===== src/rtl/pen_tracker_if.sv =====
// ============================================================================
//  Module   : pen_tracker_if
//  Purpose  : Camera-side sample strobe and pixel-buffer draw handshake
//             grouped for the pen_tracker block.
//  Revision : 1.0  initial release
// ============================================================================
`default_nettype none

interface pen_tracker_if;
  logic [9:0] cam_x;
  logic [9:0] cam_y;
  logic       cam_valid;
  logic [9:0] pen_x;
  logic [9:0] pen_y;
  logic       pen_down;
  logic       draw_valid;
  logic       draw_ready;
  logic       dropped;

  // Environment side: drives camera samples and the pixel-buffer ready
  modport master (
    output cam_x, cam_y, cam_valid, draw_ready,
    input  pen_x, pen_y, pen_down, draw_valid, dropped
  );

  // Tracker side
  modport slave (
    input  cam_x, cam_y, cam_valid, draw_ready,
    output pen_x, pen_y, pen_down, draw_valid, dropped
  );
endinterface

`default_nettype wire


===== src/rtl/pen_tracker.sv =====
// ============================================================================
//  Module   : pen_tracker
//  Purpose  : Debounces IR pen presence, scales 1024x768 camera coordinates
//             to 640x480, box-filters jitter and offers each point to the
//             pixel buffer on a valid/ready handshake.
//  Revision : 1.0  initial release
// ============================================================================
`default_nettype none

module pen_tracker #(
  parameter int AVG_LOG2    = 2,
  parameter int PRESENT_CNT = 3,
  parameter int ABSENT_CNT  = 4,
  parameter int H_MAX       = 639,
  parameter int V_MAX       = 479
) (
  input  logic          clk,
  input  logic          reset,
  pen_tracker_if.slave  io
);

  localparam int TAPS    = 1 << AVG_LOG2;
  localparam int SW      = 10 + AVG_LOG2;
  localparam int CNT_MAX = (PRESENT_CNT > ABSENT_CNT) ? PRESENT_CNT : ABSENT_CNT;
  localparam int CW      = $clog2(CNT_MAX + 1);

  localparam logic [CW-1:0] C_PRES = CW'(PRESENT_CNT);
  localparam logic [CW-1:0] C_ABS  = CW'(ABSENT_CNT);
  localparam logic [12:0]   C_HMAX = 13'(H_MAX);
  localparam logic [12:0]   C_VMAX = 13'(V_MAX);

  typedef enum logic [1:0] {
    S_IDLE      = 2'd0,
    S_ARMING    = 2'd1,
    S_TRACKING  = 2'd2,
    S_RELEASING = 2'd3
  } state_t;

  state_t          state_q, state_d;
  logic [CW-1:0]   cnt_q, cnt_d;
  logic            feed_d, prime_d;

  logic            s1_valid_q, s1_prime_q;
  logic [9:0]      s1_x_q, s1_y_q;

  logic [9:0]      tap_x_q [TAPS];
  logic [9:0]      tap_y_q [TAPS];
  logic [SW-1:0]   sum_x_q, sum_y_q;
  logic            flt_valid_q;

  logic [9:0]      pen_x_q, pen_y_q;
  logic            draw_valid_q, dropped_q;

  // 1023 on the y channel is the camera's "no blob" code
  logic            w_present;
  logic [CW-1:0]   w_cnt_inc;
  logic [12:0]     w_x13, w_y13, w_sx13, w_sy13;
  logic [9:0]      w_sx, w_sy, w_fx, w_fy;

  assign w_present = (io.cam_y != 10'd1023);
  assign w_cnt_inc = cnt_q + CW'(1);

  // x*5/8 maps 1024 -> 640 and 768 -> 480; 13 bits hold 1023*5
  assign w_x13  = 13'(io.cam_x) * 13'd5;
  assign w_y13  = 13'(io.cam_y) * 13'd5;
  assign w_sx13 = w_x13 >> 3;
  assign w_sy13 = w_y13 >> 3;
  assign w_sx   = (w_sx13 > C_HMAX) ? 10'(C_HMAX) : 10'(w_sx13);
  assign w_sy   = (w_sy13 > C_VMAX) ? 10'(C_VMAX) : 10'(w_sy13);

  // Box-filter average is the running sum divided by the window length
  assign w_fx = 10'(sum_x_q >> AVG_LOG2);
  assign w_fy = 10'(sum_y_q >> AVG_LOG2);

  // Presence FSM state register, advanced only by camera strobes
  always_ff @(posedge clk or posedge reset) begin
    if (reset) begin
      state_q <= S_IDLE;
      cnt_q   <= '0;
    end else begin
      state_q <= state_d;
      cnt_q   <= cnt_d;
    end
  end

  // Presence debounce: decide next state and whether this sample feeds/primes the filter
  always_comb begin
    state_d = state_q;
    cnt_d   = cnt_q;
    feed_d  = 1'b0;
    prime_d = 1'b0;
    if (io.cam_valid) begin
      unique case (state_q)
        S_IDLE: begin
          if (w_present) begin
            if (C_PRES <= CW'(1)) begin
              state_d = S_TRACKING;
              cnt_d   = '0;
              feed_d  = 1'b1;
              prime_d = 1'b1;
            end else begin
              state_d = S_ARMING;
              cnt_d   = CW'(1);
            end
          end
        end
        S_ARMING: begin
          if (!w_present) begin
            state_d = S_IDLE;
            cnt_d   = '0;
          end else if (w_cnt_inc >= C_PRES) begin
            state_d = S_TRACKING;
            cnt_d   = '0;
            feed_d  = 1'b1;
            prime_d = 1'b1;
          end else begin
            cnt_d   = w_cnt_inc;
          end
        end
        S_TRACKING: begin
          if (w_present) begin
            feed_d = 1'b1;
          end else if (C_ABS <= CW'(1)) begin
            state_d = S_IDLE;
            cnt_d   = '0;
          end else begin
            state_d = S_RELEASING;
            cnt_d   = CW'(1);
          end
        end
        S_RELEASING: begin
          if (w_present) begin
            state_d = S_TRACKING;
            cnt_d   = '0;
            feed_d  = 1'b1;
          end else if (w_cnt_inc >= C_ABS) begin
            state_d = S_IDLE;
            cnt_d   = '0;
          end else begin
            cnt_d   = w_cnt_inc;
          end
        end
        default: begin
          state_d = S_IDLE;
          cnt_d   = '0;
        end
      endcase
    end
  end

  // Stage 1: capture scaled, clamped coordinates of samples that reach the filter
  always_ff @(posedge clk or posedge reset) begin
    if (reset) begin
      s1_valid_q <= 1'b0;
      s1_prime_q <= 1'b0;
      s1_x_q     <= '0;
      s1_y_q     <= '0;
    end else begin
      s1_valid_q <= feed_d;
      s1_prime_q <= prime_d;
      if (feed_d) begin
        s1_x_q <= w_sx;
        s1_y_q <= w_sy;
      end
    end
  end

  // Stage 2: moving-average window; a priming sample fills every tap so the first output equals it
  always_ff @(posedge clk or posedge reset) begin
    if (reset) begin
      for (int i = 0; i < TAPS; i++) begin
        tap_x_q[i] <= '0;
        tap_y_q[i] <= '0;
      end
      sum_x_q     <= '0;
      sum_y_q     <= '0;
      flt_valid_q <= 1'b0;
    end else begin
      flt_valid_q <= s1_valid_q;
      if (s1_valid_q) begin
        if (s1_prime_q) begin
          for (int i = 0; i < TAPS; i++) begin
            tap_x_q[i] <= s1_x_q;
            tap_y_q[i] <= s1_y_q;
          end
          sum_x_q <= SW'(s1_x_q) << AVG_LOG2;
          sum_y_q <= SW'(s1_y_q) << AVG_LOG2;
        end else begin
          tap_x_q[0] <= s1_x_q;
          tap_y_q[0] <= s1_y_q;
          for (int i = 1; i < TAPS; i++) begin
            tap_x_q[i] <= tap_x_q[i-1];
            tap_y_q[i] <= tap_y_q[i-1];
          end
          sum_x_q <= sum_x_q + SW'(s1_x_q) - SW'(tap_x_q[TAPS-1]);
          sum_y_q <= sum_y_q + SW'(s1_y_q) - SW'(tap_y_q[TAPS-1]);
        end
      end
    end
  end

  // Stage 3: output holding register; a new point overwrites an unaccepted one and flags the loss
  always_ff @(posedge clk or posedge reset) begin
    if (reset) begin
      pen_x_q      <= '0;
      pen_y_q      <= '0;
      draw_valid_q <= 1'b0;
      dropped_q    <= 1'b0;
    end else if (flt_valid_q) begin
      pen_x_q      <= w_fx;
      pen_y_q      <= w_fy;
      draw_valid_q <= 1'b1;
      dropped_q    <= draw_valid_q && !io.draw_ready;
    end else begin
      dropped_q <= 1'b0;
      if (draw_valid_q && io.draw_ready) begin
        draw_valid_q <= 1'b0;
      end
    end
  end

  assign io.pen_x      = pen_x_q;
  assign io.pen_y      = pen_y_q;
  assign io.pen_down   = (state_q == S_TRACKING) || (state_q == S_RELEASING);
  assign io.draw_valid = draw_valid_q;
  assign io.dropped    = dropped_q;

endmodule

`default_nettype wire


===== src/flat_wrapper.sv =====
// flat-port wrapper written by rule: the top's interface ports become plain ports
module pen_tracker_flat 
#(
  parameter int AVG_LOG2    = 2,
  parameter int PRESENT_CNT = 3,
  parameter int ABSENT_CNT  = 4,
  parameter int H_MAX       = 639,
  parameter int V_MAX       = 479
)
  (clk, reset, io_cam_x, io_cam_y, io_cam_valid, io_draw_ready, io_pen_x, io_pen_y, io_pen_down, io_draw_valid, io_dropped);
  pen_tracker_if io_i ();
  input  logic clk;
  input  logic reset;
  input wire logic [$bits(io_i.cam_x)-1:0] io_cam_x;
  input wire logic [$bits(io_i.cam_y)-1:0] io_cam_y;
  input wire logic [$bits(io_i.cam_valid)-1:0] io_cam_valid;
  input wire logic [$bits(io_i.draw_ready)-1:0] io_draw_ready;
  output wire logic [$bits(io_i.pen_x)-1:0] io_pen_x;
  output wire logic [$bits(io_i.pen_y)-1:0] io_pen_y;
  output wire logic [$bits(io_i.pen_down)-1:0] io_pen_down;
  output wire logic [$bits(io_i.draw_valid)-1:0] io_draw_valid;
  output wire logic [$bits(io_i.dropped)-1:0] io_dropped;
  assign io_i.cam_x = io_cam_x;
  assign io_i.cam_y = io_cam_y;
  assign io_i.cam_valid = io_cam_valid;
  assign io_i.draw_ready = io_draw_ready;
  assign io_pen_x = io_i.pen_x;
  assign io_pen_y = io_i.pen_y;
  assign io_pen_down = io_i.pen_down;
  assign io_draw_valid = io_i.draw_valid;
  assign io_dropped = io_i.dropped;
  pen_tracker #(.AVG_LOG2(AVG_LOG2), .PRESENT_CNT(PRESENT_CNT), .ABSENT_CNT(ABSENT_CNT), .H_MAX(H_MAX), .V_MAX(V_MAX)) u_core (.clk(clk), .reset(reset), .io(io_i));
endmodule

===== config.mk =====
export PLATFORM = sky130hd
export DESIGN_NAME = pen_tracker_flat
export DESIGN_NICKNAME = d
export VERILOG_FILES = /design/src/rtl/pen_tracker_if.sv /design/src/rtl/pen_tracker.sv /design/src/flat_wrapper.sv
export SDC_FILE = /design/constraint.sdc
export NUM_CORES = 1
export LEC_CHECK = 0
export CORE_MARGIN = 2
export CORE_UTILIZATION = 55
export CTS_BUF_LIST = sky130_fd_sc_hd__clkbuf_4 sky130_fd_sc_hd__clkbuf_8 sky130_fd_sc_hd__clkbuf_16
export CTS_CLUSTER_DIAMETER = 200
export DETAILED_ROUTE_END_ITERATION = 12
export HOLD_SLACK_MARGIN = 0.03
export PLACE_DENSITY_LB_ADDON = 0.25
export SETUP_SLACK_MARGIN = 0.15
export SLEW_MARGIN = 20
export SYNTH_ARGS = -nofsm -noshare
export SYNTH_HDL_FRONTEND = slang
export SYNTH_SLANG_ARGS = --single-unit

===== constraint.sdc =====
create_clock -name clk -period 5.15 [get_ports clk]
set_input_delay 1.03 -clock clk [delete_from_list [all_inputs] [get_ports clk]]
set_output_delay 1.03 -clock clk [all_outputs]
set_load 0.03 [all_outputs]

==> load_flow_metrics.sql <==
INSERT INTO impl_metrics (metric_group, metric, value, unit) VALUES
('status', 'status', 'complete, no violations', ''),
('worst_setup_path', 'cp_arrival', '3840', 'ps'),
('placement', 'dpl.hpwl', '11400', 'um'),
('routing', 'postRouteAntennaNets', '0', ''),
('clock_network', 'clock_latency_at_the_later_pin_of_the_worst_skew_pair', '420', 'ps'),
('routing', 'avgRoutedWirePerCell', '14.0', 'um'),
('die', 'die-area', '0.0175', 'mm2'),
('clock_network', 'clock_sinks', '154', ''),
('power_and_ir_drop', 'maximum_vdd_drop', '0.252', 'mV'),
('global_routing', 'grt_pass1_vias', '5937', ''),
('final_layout', 'syn2layout_area_growth', '13.9', '%'),
('clock_network', 'postCtsSetupBuffers', '0', ''),
('worst_setup_path', 'critical_path.most_common_cell', 'ha_1', ''),
('timing', 'timing.final.hold_violations', '0', ''),
('placement', 'detailed_place.area', '0.00968', 'mm2'),
('final_layout', 'layout.cells.most_common_list', 'dfrtp_1, nor2_1, inv_1, a21oi_1, ha_1', ''),
('routing', 'routed_wl', '16300', 'um'),
('die', 'core.rowCount', '46', ''),
('synthesis', 'synth-edff-count', '0', ''),
('die', 'dieHeight', '132', 'um'),
('worst_setup_path', 'reg2regPathDepth', '10', ''),
('global_routing', 'total_grt_usage', '0.198', ''),
('worst_setup_path', 'cp_slowest_cell', 'clkdlybuf4s50_1', ''),
('timing', 'fin_crit', '3510', 'ps'),
('timing', 'max_freq', '0.285', 'GHz'),
('final_layout', 'drive_above_1_share', '0.0950', ''),
('placement', 'placed_cells', '1132', ''),
('clock_network', 'clock_path_buffers', '2', ''),
('routing', 'dr.pass1.iters', '6', ''),
('die', 'design.core.area', '0.0160', 'mm2'),
('synthesis', 'yosys.area_share.xor_xnor', '0.0291', ''),
('clock_network', 'cts_buffers', '17', ''),
('min_path', 'hold_path_depth', '1', ''),
('global_routing', 'met3_usage', '0.0388', ''),
('placement', 'numPortBuffers', '46', ''),
('final_layout', 'mostFrequentLayoutCell', 'dfrtp_1', ''),
('synthesis', 'yosys.area_share.simple', '0.0969', ''),
('synthesis', 'yosys.area.top_type_share', '0.426', ''),
('clock_network', 'cts_hold_buffers', '0', ''),
('global_routing', 'met1_usage', '0.302', ''),
('final_layout', 'finalNonFillerCells', '1163', ''),
('synthesis', 'postSynthNetCount', '1005', ''),
('global_routing', 'top_usage_layer', 'met1', ''),
('synthesis', 'synth_sequential_area_ratio', '0.426', ''),
('routing', 'post-route-drc-count', '0', ''),
('timing', 'rsz0062_at_grt', 'no', ''),
('die', 'start_util', '0.565', ''),
('synthesis', 'synth_async_sr_flop_share', '1.00', ''),
('placement', 'globalplace.congestion', '0.878', ''),
('synthesis', 'netlist.top_cell.by_area', 'dfrtp_1', ''),
('global_routing', 'grt_start_max_net_pins', '115', ''),
('timing', 'max-slew-margin-rel', '0.423', ''),
('final_layout', 'filler_cell_count', '1347', ''),
('global_routing', 'grt-ovfl-total', '0', ''),
('worst_setup_path', 'critical_path_class', 'input port to flip-flop', ''),
('synthesis', 'synth-adder-area-share', '0.126', ''),
('routing', 'routed_via_density', '5.46', ''),
('final_layout', 'antennaDiodeCount', '0', ''),
('synthesis', 'synth_seq_cells', '154', ''),
('routing', 'dr_total_vias', '6354', ''),
('clock_network', 'cts_htree_levels', '4', ''),
('global_routing', 'globalRouteMet2Util', '0.287', ''),
('min_path', 'worstHoldPathType', 'flip-flop to flip-flop', ''),
('global_routing', 'antenna_found_initial', '0', ''),
('clock_network', 'worst_setup_hold_path_clk_slew', '60', 'ps'),
('timing', 'skew', '9.41', 'ps'),
('worst_setup_path', 'endpoint_kind', 'flip-flop', ''),
('flow_run', 'timing.max_cap.violations', '0', ''),
('routing', 'drt_iter0_markers', '484', ''),
('synthesis', 'syn_area', '0.00904', 'mm2'),
('synthesis', 'synth_compound_gate_area_share', '0.155', '');
## sequential cells by signal, summed over array words and instances (netlist names), named ones only
name,count
u_core.tap_x_q,40
u_core.tap_y_q,40
u_core.sum_x_q,12
u_core.sum_y_q,12
u_core.io.pen_x,10
u_core.io.pen_y,10
u_core.s1_x_q,10
u_core.s1_y_q,10
u_core.cnt_q,3
u_core.flt_valid_q,1
u_core.io.draw_valid,1
u_core.io.dropped,1
u_core.s1_prime_q,1
u_core.s1_valid_q,1
u_core.state_q,1
## logic make-up after synthesis
logic type	Yosys count
compound gates	219
simple gates	193
flops	154
buf+inv	137
mux	92
fa+ha+maj	78
xor+xnor	30
## synthesized netlist by cell type, drive strengths merged (2+ instances only)
library cell	instances
o21a	4
nand4	2
o211ai	9
a21oi	70
nor2	103
inv	99
nand2	35
or3	4
nand3	5
o211a	2
a31oi	27
a21o	12
xnor2	17
and2	5
o311ai	2
clkbuf	21
nand2b	22
xor2	13
o22a	4
fa	22
nand4b	2
o22ai	5
nor3	4
a22oi	8
a211oi	10
a41oi	4
buf	17
mux2i	51
o21bai	7
o21ai	43
dfrtp	154
nor4	3
nor4b	2
ha	56
a2111oi	2
mux2	41
nor4bb	2
## worst max-delay path, delay by kind of cell
family | cells | cell delay, ps
adder cells (fa/ha/maj) | 3 | 930
AO/OA/AOI/OAI | 6 | 1400
buffers and inverters | 1 | 490
## layout make-up
| class | instances | area (um2) | share of cell area |
|---|---|---|---|
| clock buffers | 24 | 503 | 0.0489 |
| clock inverters | 7 | 115 | 0.0112 |
| inverters | 99 | 378 | 0.0367 |
| multi-input cells | 612 | 4660 | 0.452 |
| flip-flops and latches | 154 | 3860 | 0.375 |
| well taps | 216 | 270 | 0.0263 |
| repair buffers | 51 | 510 | 0.0496 |
## final timing paths
check,slack (ps),to,startpoint
setup reg to reg,2230,u_core.sum_y_q[10],u_core.s1_y_q[1]
min in group asynchronous,1130,u_core.sum_y_q[8],reset
setup / recovery,1640,u_core.s1_x_q[2],io_cam_x[3]
max in group asynchronous,3490,u_core.s1_valid_q,reset
hold reg to reg,500,u_core.io.draw_valid,u_core.io.draw_valid
hold / removal,500,u_core.io.draw_valid,u_core.io.draw_valid
## metal layers
metal	part of all wire	routed length, um	vias up
met2	0.42	6890	95
li1	-	-	3218
met3	0.031	501	13
met1	0.53	8700	3028
met4	0.012	202	0
met5	0	0	-
## power by group
part / switching [W] / total, W / internal, W
logic: 0.00157 / 0.00290 / 0.00133
registers: 0.000274 / 0.00184 / 0.00157
clock network: 0.000464 / 0.00129 / 0.000825
total: 0.00230 / 0.00603 / 0.00373
## stage by stage
| stage | setup WS, ps | total power [W] |
|---|---|---|
| 6_report | 1640 | 0.00603 |
| 3_5_place_dp | 1240 | 0.00473 |
| 2_1_floorplan | 1880 | 0.00407 |
| 5_1_grt | 1490 | 0.00655 |
| 3_3_place_gp | 1330 | 0.00467 |
| 4_1_cts | 1660 | 0.00606 |
Power figures use the tool's default switching activity.
